### config.mk
export PLATFORM = sky130hd
export DESIGN_NAME = spram_bist_flat
export DESIGN_NICKNAME = d
export VERILOG_FILES = /design/src/rtl/spram_bist_if.sv /design/src/rtl/spram_bist.sv /design/src/flat_wrapper.sv
export SDC_FILE = /design/constraint.sdc
export NUM_CORES = 1
export LEC_CHECK = 0
export ABC_AREA = 1
export CAP_MARGIN = 20
export CORE_UTILIZATION = 53
export DETAILED_ROUTE_END_ITERATION = 6
export PLACE_DENSITY = 0.84
export RECOVER_POWER = 25
export SLEW_MARGIN = 20
export SYNTH_ARGS = -nofsm -noshare
export SYNTH_HDL_FRONTEND = slang
export SYNTH_SLANG_ARGS = --single-unit
export TNS_END_PERCENT = 20
### constraint.sdc
create_clock -name clk -period 2.5 [get_ports clk]
set_input_delay 0.375 -clock clk [delete_from_list [all_inputs] [get_ports clk]]
set_output_delay 0.375 -clock clk [all_outputs]
set_load 0.02 [all_outputs]
### src/rtl/spram_bist_if.sv
// rtl/spram_bist_if.sv - SP256K bank bus shared by the BIST engine and its SPRAM instances
interface spram_bist_if #(
    parameter int NBANKS = 1
);
    logic [13:0]              ad;
    logic [NBANKS-1:0][15:0]  di;
    logic [3:0]               maskwe;
    logic                     we;
    logic                     cs;
    logic                     stdby;
    logic                     sleep;
    logic                     pwroff_n;
    logic [NBANKS-1:0][15:0]  dout;

    modport master (
        output ad, di, maskwe, we, cs, stdby, sleep, pwroff_n,
        input  dout
    );

    modport slave (
        input  ad, di, maskwe, we, cs, stdby, sleep, pwroff_n,
        output dout
    );
endinterface

### src/rtl/spram_bist.sv
// rtl/spram_bist.sv - write/read-compare BIST for NBANKS parallel SP256K blocks with pattern select
module spram_bist #(
    parameter int          ADDR_W   = 14,
    parameter int          NBANKS   = 1,
    parameter logic [15:0] SEED     = 16'h0000,
    parameter logic [15:0] STEP     = 16'd7,
    parameter int          INJ_ADDR = 5
) (
    input  logic              clk,
    input  logic              rst_n,
    input  logic              start,
    input  logic [1:0]        mode,
    input  logic              inject,
    output logic              busy,
    output logic              done,
    output logic              pass,
    output logic [ADDR_W-1:0] err_addr,
    output logic [1:0]        err_bank,
    output logic [7:0]        err_count,
    output logic              led,
    spram_bist_if.master      ram
);

    localparam logic [2:0] S_IDLE  = 3'd0;
    localparam logic [2:0] S_WAKE  = 3'd1;
    localparam logic [2:0] S_WRITE = 3'd2;
    localparam logic [2:0] S_READ  = 3'd3;
    localparam logic [2:0] S_DRAIN = 3'd4;
    localparam logic [2:0] S_DONE  = 3'd5;

    localparam logic [ADDR_W-1:0] ADDR_MAX = '1;
    // Small depths never reach bit 8, so the LED falls back to the address MSB.
    localparam int LED_BIT = (ADDR_W >= 9) ? 8 : ADDR_W - 1;

    logic [2:0]        state_q, state_d;
    logic [ADDR_W-1:0] addr_q, addr_d;
    logic [15:0]       acc_q, acc_d;
    logic [1:0]        mode_q, mode_d;
    logic              inj_q, inj_d;
    logic [15:0]       exp_q, exp_d;
    logic [ADDR_W-1:0] exp_addr_q, exp_addr_d;
    logic              valid_r1_q, valid_r1_d;
    logic [ADDR_W-1:0] err_addr_q, err_addr_d;
    logic [1:0]        err_bank_q, err_bank_d;
    logic [7:0]        err_count_q, err_count_d;

    logic [15:0]       pat;
    logic              inj_hit;
    logic [2:0]        nmism;
    logic [1:0]        first_bank;
    logic [8:0]        err_sum;

    function automatic logic [15:0] pattern(input logic [1:0] m,
                                            input logic [ADDR_W-1:0] a,
                                            input logic [15:0] acc);
        case (m)
            2'd0:    pattern = acc;
            2'd1:    pattern = a[0] ? 16'hAAAA : 16'h5555;
            2'd2:    pattern = 16'(a);
            default: pattern = ~acc;
        endcase
    endfunction

    assign pat     = pattern(mode_q, addr_q, acc_q);
    assign inj_hit = inj_q && (state_q == S_WRITE) && (int'(addr_q) == INJ_ADDR);

    // SPRAM side: all banks share address and strobes, data carries a per-bank tag
    assign ram.ad       = 14'(addr_q);
    assign ram.maskwe   = 4'hF;
    assign ram.sleep    = 1'b0;
    assign ram.pwroff_n = 1'b1;
    assign ram.cs       = (state_q == S_WRITE) || (state_q == S_READ);
    assign ram.we       = (state_q == S_WRITE);
    assign ram.stdby    = !((state_q == S_WAKE) || (state_q == S_WRITE) ||
                            (state_q == S_READ) || (state_q == S_DRAIN));

    always_comb begin
        ram.di = '0;
        for (int b = 0; b < NBANKS; b++) begin
            ram.di[b] = pat ^ {2'(b), 14'b0};
            if (b == 0 && inj_hit) begin
                ram.di[b][0] = ~ram.di[b][0];
            end
        end
    end

    // Scan downward so the lowest mismatching bank is the one left in first_bank.
    always_comb begin
        nmism      = 3'd0;
        first_bank = 2'd0;
        for (int b = NBANKS - 1; b >= 0; b--) begin
            if (ram.dout[b] != (exp_q ^ {2'(b), 14'b0})) begin
                nmism      = nmism + 3'd1;
                first_bank = 2'(b);
            end
        end
    end

    assign err_sum = {1'b0, err_count_q} + 9'(nmism);

    always_comb begin
        state_d     = state_q;
        addr_d      = addr_q;
        acc_d       = acc_q;
        mode_d      = mode_q;
        inj_d       = inj_q;
        exp_d       = pat;
        exp_addr_d  = addr_q;
        valid_r1_d  = (state_q == S_READ);
        err_addr_d  = err_addr_q;
        err_bank_d  = err_bank_q;
        err_count_d = err_count_q;

        if (valid_r1_q && (nmism != 3'd0)) begin
            err_count_d = err_sum[8] ? 8'hFF : err_sum[7:0];
            if (err_count_q == 8'd0) begin
                err_addr_d = exp_addr_q;
                err_bank_d = first_bank;
            end
        end

        case (state_q)
            S_IDLE, S_DONE: begin
                if (start) begin
                    mode_d      = mode;
                    inj_d       = inject;
                    err_addr_d  = '0;
                    err_bank_d  = 2'd0;
                    err_count_d = 8'd0;
                    acc_d       = SEED;
                    addr_d      = '0;
                    state_d     = S_WAKE;
                end
            end
            S_WAKE: state_d = S_WRITE;
            S_WRITE: begin
                addr_d = addr_q + ADDR_W'(1);
                acc_d  = acc_q + STEP;
                if (addr_q == ADDR_MAX) begin
                    acc_d   = SEED;
                    state_d = S_READ;
                end
            end
            S_READ: begin
                addr_d = addr_q + ADDR_W'(1);
                acc_d  = acc_q + STEP;
                if (addr_q == ADDR_MAX) begin
                    state_d = S_DRAIN;
                end
            end
            S_DRAIN: state_d = S_DONE;
            default: state_d = S_IDLE;
        endcase
    end

    always_ff @(posedge clk or negedge rst_n) begin
        if (!rst_n) begin
            state_q     <= S_IDLE;
            addr_q      <= '0;
            acc_q       <= 16'd0;
            mode_q      <= 2'd0;
            inj_q       <= 1'b0;
            exp_q       <= 16'd0;
            exp_addr_q  <= '0;
            valid_r1_q  <= 1'b0;
            err_addr_q  <= '0;
            err_bank_q  <= 2'd0;
            err_count_q <= 8'd0;
        end else begin
            state_q     <= state_d;
            addr_q      <= addr_d;
            acc_q       <= acc_d;
            mode_q      <= mode_d;
            inj_q       <= inj_d;
            exp_q       <= exp_d;
            exp_addr_q  <= exp_addr_d;
            valid_r1_q  <= valid_r1_d;
            err_addr_q  <= err_addr_d;
            err_bank_q  <= err_bank_d;
            err_count_q <= err_count_d;
        end
    end

    assign busy      = (state_q == S_WAKE) || (state_q == S_WRITE) ||
                       (state_q == S_READ) || (state_q == S_DRAIN);
    assign done      = (state_q == S_DONE);
    assign pass      = done && (err_count_q == 8'd0);
    assign err_addr  = err_addr_q;
    assign err_bank  = err_bank_q;
    assign err_count = err_count_q;
    assign led       = done ? pass : (busy ? addr_q[LED_BIT] : 1'b0);

endmodule

### src/flat_wrapper.sv
// flat-port wrapper written by rule: the top's interface ports become plain ports
module spram_bist_flat 
#(
    parameter int          ADDR_W   = 14,
    parameter int          NBANKS   = 1,
    parameter logic [15:0] SEED     = 16'h0000,
    parameter logic [15:0] STEP     = 16'd7,
    parameter int          INJ_ADDR = 5
)
  (clk, rst_n, start, mode, inject, busy, done, pass, err_addr, err_bank, err_count, led, ram_ad, ram_di, ram_maskwe, ram_we, ram_cs, ram_stdby, ram_sleep, ram_pwroff_n, ram_dout);
  spram_bist_if #(.NBANKS(NBANKS)) ram_i ();
  input  logic clk;
  input  logic rst_n;
  input  logic start;
  input  logic [1:0] mode;
  input  logic inject;
  output logic busy;
  output logic done;
  output logic pass;
  output logic [ADDR_W-1:0] err_addr;
  output logic [1:0] err_bank;
  output logic [7:0] err_count;
  output logic led;
  output wire logic [$bits(ram_i.ad)-1:0] ram_ad;
  output wire logic [$bits(ram_i.di)-1:0] ram_di;
  output wire logic [$bits(ram_i.maskwe)-1:0] ram_maskwe;
  output wire logic [$bits(ram_i.we)-1:0] ram_we;
  output wire logic [$bits(ram_i.cs)-1:0] ram_cs;
  output wire logic [$bits(ram_i.stdby)-1:0] ram_stdby;
  output wire logic [$bits(ram_i.sleep)-1:0] ram_sleep;
  output wire logic [$bits(ram_i.pwroff_n)-1:0] ram_pwroff_n;
  input wire logic [$bits(ram_i.dout)-1:0] ram_dout;
  assign ram_ad = ram_i.ad;
  assign ram_di = ram_i.di;
  assign ram_maskwe = ram_i.maskwe;
  assign ram_we = ram_i.we;
  assign ram_cs = ram_i.cs;
  assign ram_stdby = ram_i.stdby;
  assign ram_sleep = ram_i.sleep;
  assign ram_pwroff_n = ram_i.pwroff_n;
  assign ram_i.dout = ram_dout;
  spram_bist #(.ADDR_W(ADDR_W), .NBANKS(NBANKS), .SEED(SEED), .STEP(STEP), .INJ_ADDR(INJ_ADDR)) u_core (.clk(clk), .rst_n(rst_n), .start(start), .mode(mode), .inject(inject), .busy(busy), .done(done), .pass(pass), .err_addr(err_addr), .err_bank(err_bank), .err_count(err_count), .led(led), .ram(ram_i));
endmodule
-- Word-level counts from Yosys, hierarchy flattened
Cells that the tools add are included.
- register bits after elaboration: 91
- bits in latches: 0
- RAM bits: 0
- memory bits (read-only): 0
- bits of input ports: 22
- output and inout port bits: 67
- word-level logic and storage cells: 77
- memories kept: 0
- add/subtract/negate cells: 3
- $mul: 0
- div/mod/pow operators: 0
- magnitude comparators: 0
- eq/ne operators: 13
- shift operators: 0
- multiplexer cells: 27
- bitwise operators: 2
- reductions and logical operators: 21
- operators with widths (cell ; count):
    $pmux W16 S3 ; 2
    $mux W14 ; 5
    $mux W16 ; 3
    $mux W8 ; 4
    $pmux W14 S2 ; 1
    $add A16 B3 Y16 const B ; 1
    $ne A16 B16 Y1 ; 1
    $not A16 Y16 ; 1
    $pmux W3 S5 ; 1
    $add A14 B1 Y14 const B ; 1
    $eq A14 B14 Y1 const B ; 1
    $eq A14 B4 Y1 const B ; 1
    $add A8 B1 Y9 ; 1
    $mux W3 ; 3
    $logic_not A8 Y1 ; 1
    $mux W2 ; 4
    $eq A3 B2 Y1 const B ; 2
    $eq A3 B3 Y1 const B ; 2
    $reduce_and A2 Y1 ; 3
    $reduce_bool A3 Y1 ; 2
    $logic_and A1 B1 Y1 ; 4
    $logic_or A1 B1 Y1 ; 4
    $mux W1 ; 4
    $ne A2 B2 Y1 const B ; 2
    other kinds (11) ; 12

-- Logic depth before layout (Yosys ltp)
- depth in word-level cells: 7
- mapped depth: 17

-- Least setup slack after synthesis
No wires, ideal clock.
- path kind: input port to flip-flop
- start: in ram_dout[0]
- end: reg u_core.err_count_q[0], in the netlist u_core.err_count[0]
- setup time: 0.071 ns
- arrival time: 2.186 ns
- data required time: 2.429 ns
- slack: 0.243 ns
- cell stages on the path: 17
- buffers on the path: 2
- cell sequence: nand2_1 inv_1 nor2_1 nor2_1 nand2_1 nor2_1 nand2_1 buf_2 buf_2 ha_1 ha_1 nand2_1 nor3_1 nand3_1 nand3_1 nor2_1 nor2_1
- cells in the longest elaborated chain, start to end: 7
- elaborated cells between the ends (all ways): 9
- those cells by class: add/sub (1); eq/ne (1); mux (5); reduce/logical (2)
- ends and longest elaborated chain (item ; RTL line ; RTL):
    from (decl) ; flat_wrapper.sv:32 ; input wire logic [$bits(ram_i.dout)-1:0] ram_dout;
    $ne A16 B16 Y1 (*) ; spram_bist.sv:92 ; if (ram.dout[b] != (exp_q ^ {2'(b), 14'b0})) begin
    $mux W1 (*) ; spram_bist.sv:92 ;
    $add A8 B1 Y9 / $reduce_bool A3 Y1 (equally long branches) ; spram_bist.sv:99, spram_bist.sv:114 ;
    $mux W8 / $logic_and A1 B1 Y1 (equally long branches) ; spram_bist.sv:115, spram_bist.sv:114 ;
    $mux W8 (*) ; spram_bist.sv:114 ; if (valid_r1_q && (nmism != 3'd0)) begin
    $mux W8 ; spram_bist.sv:124 ; if (start) begin
    $mux W8 (*) ; spram_bist.sv:122 ; case (state_q)
    via u_core.err_count_d[0] ; spram_bist.sv:45 ; logic [7:0] err_count_q, err_count_d;
    to (signal assigned) ; spram_bist.sv:180 ; err_count_q <= err_count_d;
    to (decl) ; spram_bist.sv:45 ;
The timed path passes the listed nets; every way through them passes the cells marked *.
A chain may end at the register's enable or synchronous reset.

-- Final worst setup path
- start: reg u_core.mode_q[1]
- end: out ram_di[13]
- cells in the longest elaborated chain, start to end: 2
- elaborated cells between the ends (all ways): 4
- those cells by class: eq/ne (2); mux (1); reduce/logical (1)
- ends and longest elaborated chain (item ; RTL line ; RTL):
    from (decl) ; spram_bist.sv:38 ; logic [1:0] mode_q, mode_d;
    from (signal assigned) ; spram_bist.sv:173 ; mode_q <= mode_d;
    $eq A2 B2 Y1 (tied with other cells) ; spram_bist.sv:56 ; case (m)
    $pmux W16 S3 (*) ; spram_bist.sv:56 ;
    to (decl) ; flat_wrapper.sv:25 ; output wire logic [$bits(ram_i.di)-1:0] ram_di;
Mark *: on every way between the ends. The rest lies on a longest branch, timed or not.

==> flow_metrics.py <==
metrics = {
    "status": {
        "status": "complete, no violations",
    },
    "setup_path": {
        "path_max_fanout": 7,
        "critPathArrivalTime_ns": 2.05,
        "cp-end-kind": "output pin",
        "cp-start-kind": "flop",
        "critical_path_class": "reg -> out",
        "crit_required_ns": 2.12,
    },
    "global_routing": {
        "grt_pass1_wl_um": 21200,
        "grt_max_degree": 68,
        "grt.overflow.total": 0,
        "grt_pass1_vias": 4600,
        "grt_usage_pct": 27.4,
        "grt_antenna_before_repair": 0,
    },
    "timing": {
        "worst_pin_slew_ns": 1.34,
        "setup_viol": 0,
        "period_share_pct": 96.9,
        "drv_slew": 0,
        "clock_skew_ns": 0.0148,
        "hold_viol_final": 0,
        "finalCriticalPeriod_ns": 2.42,
        "relSlewSlack_pct": 10.9,
        "rsz0062_at_grt": "true",
        "fin_setup_tns_ns": 0,
        "max_clock_freq_mhz": 413,
    },
    "synth": {
        "netlist_instances": 667,
        "avgSynthCellArea_um2": 7.60,
        "synth_top_cell_by_area": "dfrtp_1",
        "synth-seq-cells": 91,
        "ys.flop_type": "dfrtp_1",
        "synth_seq_area_share_pct": 44.9,
        "ys.warnings.count": 0,
        "synthTopCellsByArea": "dfrtp_1, nand2_1, inv_1, nor2_1, xor2_1",
        "ys_types": 42,
        "post-synth-top-area-fraction_pct": 44.9,
        "synth_edf_count": 0,
        "synth_area_um2": 5070,
        "async_reset_ff_share_pct": 100,
    },
    "power_and_ir_drop": {
        "p_total_uw": 7400,
        "p_leak_uw": 0.00320,
        "max-vdd-ir-drop_v": 0.000737,
        "power.internal_uw": 3860,
        "clkPwrFrac_pct": 12.8,
        "switching_share_pct": 47.8,
        "seq_power_share_pct": 32.9,
        "pwr-share-comb_pct": 54.3,
        "p_switching_uw": 3540,
        "power_density_nw_per_um2": 1190,
    },
    "routing": {
        "drtAntennaViolNets": 0,
        "drt_iter0_drc": 454,
        "vias": 4656,
        "first_pass_iters": 5,
        "drc_errors": 0,
        "wl_per_cell_um": 14.4,
        "drt_wl_total_um": 12800,
        "vias_per_cell": 5.23,
    },
    "cts": {
        "htree_levels": 3,
        "clock-root-buffer": "clkbuf_8",
        "cts.path.max_buffers": 2,
        "cts_sinks": 91,
        "cts_buffers": 9,
        "clk-insertion-delay-late_ns": 0.37,
        "cts_tree": "done",
        "path_clk_slew_ns": 0.10,
    },
    "layout": {
        "nNetsFinal": 783,
        "drive_above_1_share_pct": 9.07,
        "n_antenna_cell": 0,
        "fin_util_pct": 67.2,
        "area_growth_pct": 22.6,
        "instances_no_fill": 890,
    },
    "floorplan": {
        "ioPinCount": 89,
        "fp.coreArea_um2": 9240,
        "die_w_um": 99.8,
        "rows": 35,
        "dieArea_um2": 9960,
        "die_h_um": 99.8,
        "start_util_pct": 54.9,
    },
    "place": {
        "gp_congestion": 1.01,
        "dp_cells": 867,
        "port_buffers": 82,
        "dp_hpwl_um": 9430,
    },
    "run": {
        "drv_cap": 0,
    },
    "hold_path": {
        "hold_path.class": "reg -> reg",
    },
}
worst paths after layout:
kind | slack [ns] | end | from | depth (start not counted)
max in group asynchronous | 0.45 | u_core.mode_q[1]$_DFFE_PN0P_ | rst_n | 3
max reg2reg | 0.39 | u_core.err_count[2]$_DFF_PN0_ | u_core.exp_q[13]$_DFF_PN0_ | 14
max | 0.08 | ram_di[13] | u_core.mode_q[1]$_DFFE_PN0P_ | 7
min in group asynchronous | 0.83 | u_core.exp_q[11]$_DFF_PN0_ | rst_n | 2
min | 0.51 | u_core.err_bank[0]$_DFF_PN0_ | u_core.err_bank[0]$_DFF_PN0_ | 2
min reg2reg | 0.51 | u_core.err_bank[0]$_DFF_PN0_ | u_core.err_bank[0]$_DFF_PN0_ | 2
placed cells by master (no fill, tap or decap), types with 4 or more instances in the layout:
master,n
nand4_1,23
inv_2,5
o21ai_1,5
clkbuf_8,10
nand2_1,171
clkdlybuf4s50_1,61
xor2_1,21
nor3_1,10
nor2_1,83
o21ai_0,12
dlymetal6s2s_1,4
inv_1,117
clkinvlp_4,4
conb_1,6
dlygate4sd2_1,14
clkbuf_1,10
ha_1,5
dfrtp_1,90
a32oi_1,5
a21oi_1,7
nor2_2,6
o22ai_1,6
a221oi_1,5
buf_4,16
nand3_1,27
final cells by class:
type | instances | area, um^2
fill | 752 | 3030
inverter | 124 | 472
sequential | 91 | 2280
timing repair buffer | 109 | 972
tap | 129 | 161
clock buffer | 10 | 138
clock inverter | 6 | 48.8
timing repair inverter | 1 | 5.00
multi-input combinational | 420 | 2140
cell families (layout without fill, tap and decap cells):
logic type / after synthesis / after routing / share of synthesized area, %
other cells: 2 / 6 / 0.148
flops: 91 / 91 / 44.9
buf+inv: 160 / 250 / 14.0
xor+xnor: 22 / 22 / 3.80
simple gates: 333 / 333 / 28.7
fa+ha+maj: 5 / 5 / 1.23
compound gates: 54 / 54 / 7.18
what timing repair did:
action,4_1_cts,5_1_grt
endpoints found under the hold margin,24,0
pin swaps,0,1
cloned,0,1
setup endpoints to repair,19,16
gates resized for setup,19,18
hold buffers,1,0
buffers inserted,0,5
critical path, stage by stage (launching register included):
cell           delay (ns)
dfrtp_2              0.46
inv_1                0.13
nand2_2              0.10
clkinvlp_2           0.20
buf_4                0.14
nand2_1              0.05
a32oi_2              0.24
dlygate4sd2_1        0.37
synthesized netlist by cell type, types with 2 or more instances:
master and count:
dfrtp_1 91, a32oi_1 7, nor2_2 7, clkbuf_1 3
nand3_1 27, o22ai_1 6, a21oi_1 8, nor2_1 83
buf_6 2, inv_2 4, conb_1 2, nand4_1 23
o21ai_0 14, nand2_1 172, buf_4 21, a221oi_1 5
buf_2 8, o221ai_1 2, ha_1 5, o21ai_1 4
inv_1 119, nor3_1 11, o211ai_1 3, xor2_1 21
nand3_2 2
power groups by stage:
stage | combinational [uW] | sequential (uW) | clock, uW
after floorplan | 2540 | 2550 | 0
after global placement | 3910 | 2400 | 0
after detailed placement | 4030 | 2440 | 0
after CTS | 3920 | 2410 | 956
after global routing | 4390 | 2500 | 1030
final | 4020 | 2430 | 951
flip-flops by register name, summed over array words and instances, names as in the netlist, 2 cells and up:
signal	count
u_core.acc_q	16
u_core.mode_q	2
u_core.ram.ad	14
u_core.exp_q	16
u_core.err_count	8
u_core.exp_addr_q	14
u_core.err_bank	2
u_core.err_addr	14
u_core.state_q	3
per-layer routing:
metal	track usage, %	up-vias	part of all wire, %
li1	-	2226	-
met1	34.9	2179	42
met2	45.6	211	48
met3	4.18	40	6.6
met4	14.1	0	2.9
met5	0	-	0
metrics by stage:
step	worst slack [ns]	hold WS [ns]	cell area (um^2)
2_1_floorplan	0.243	0.0794	5080
3_3_place_gp	0.0268	0.297	5990
3_5_place_dp	-0.103	0.299	5990
4_1_cts	-0.0440	0.463	6180
5_1_grt	-0.0182	0.535	6210
6_report	0.0786	0.505	6210
Note: power is estimated with default switching activity, not from simulation.
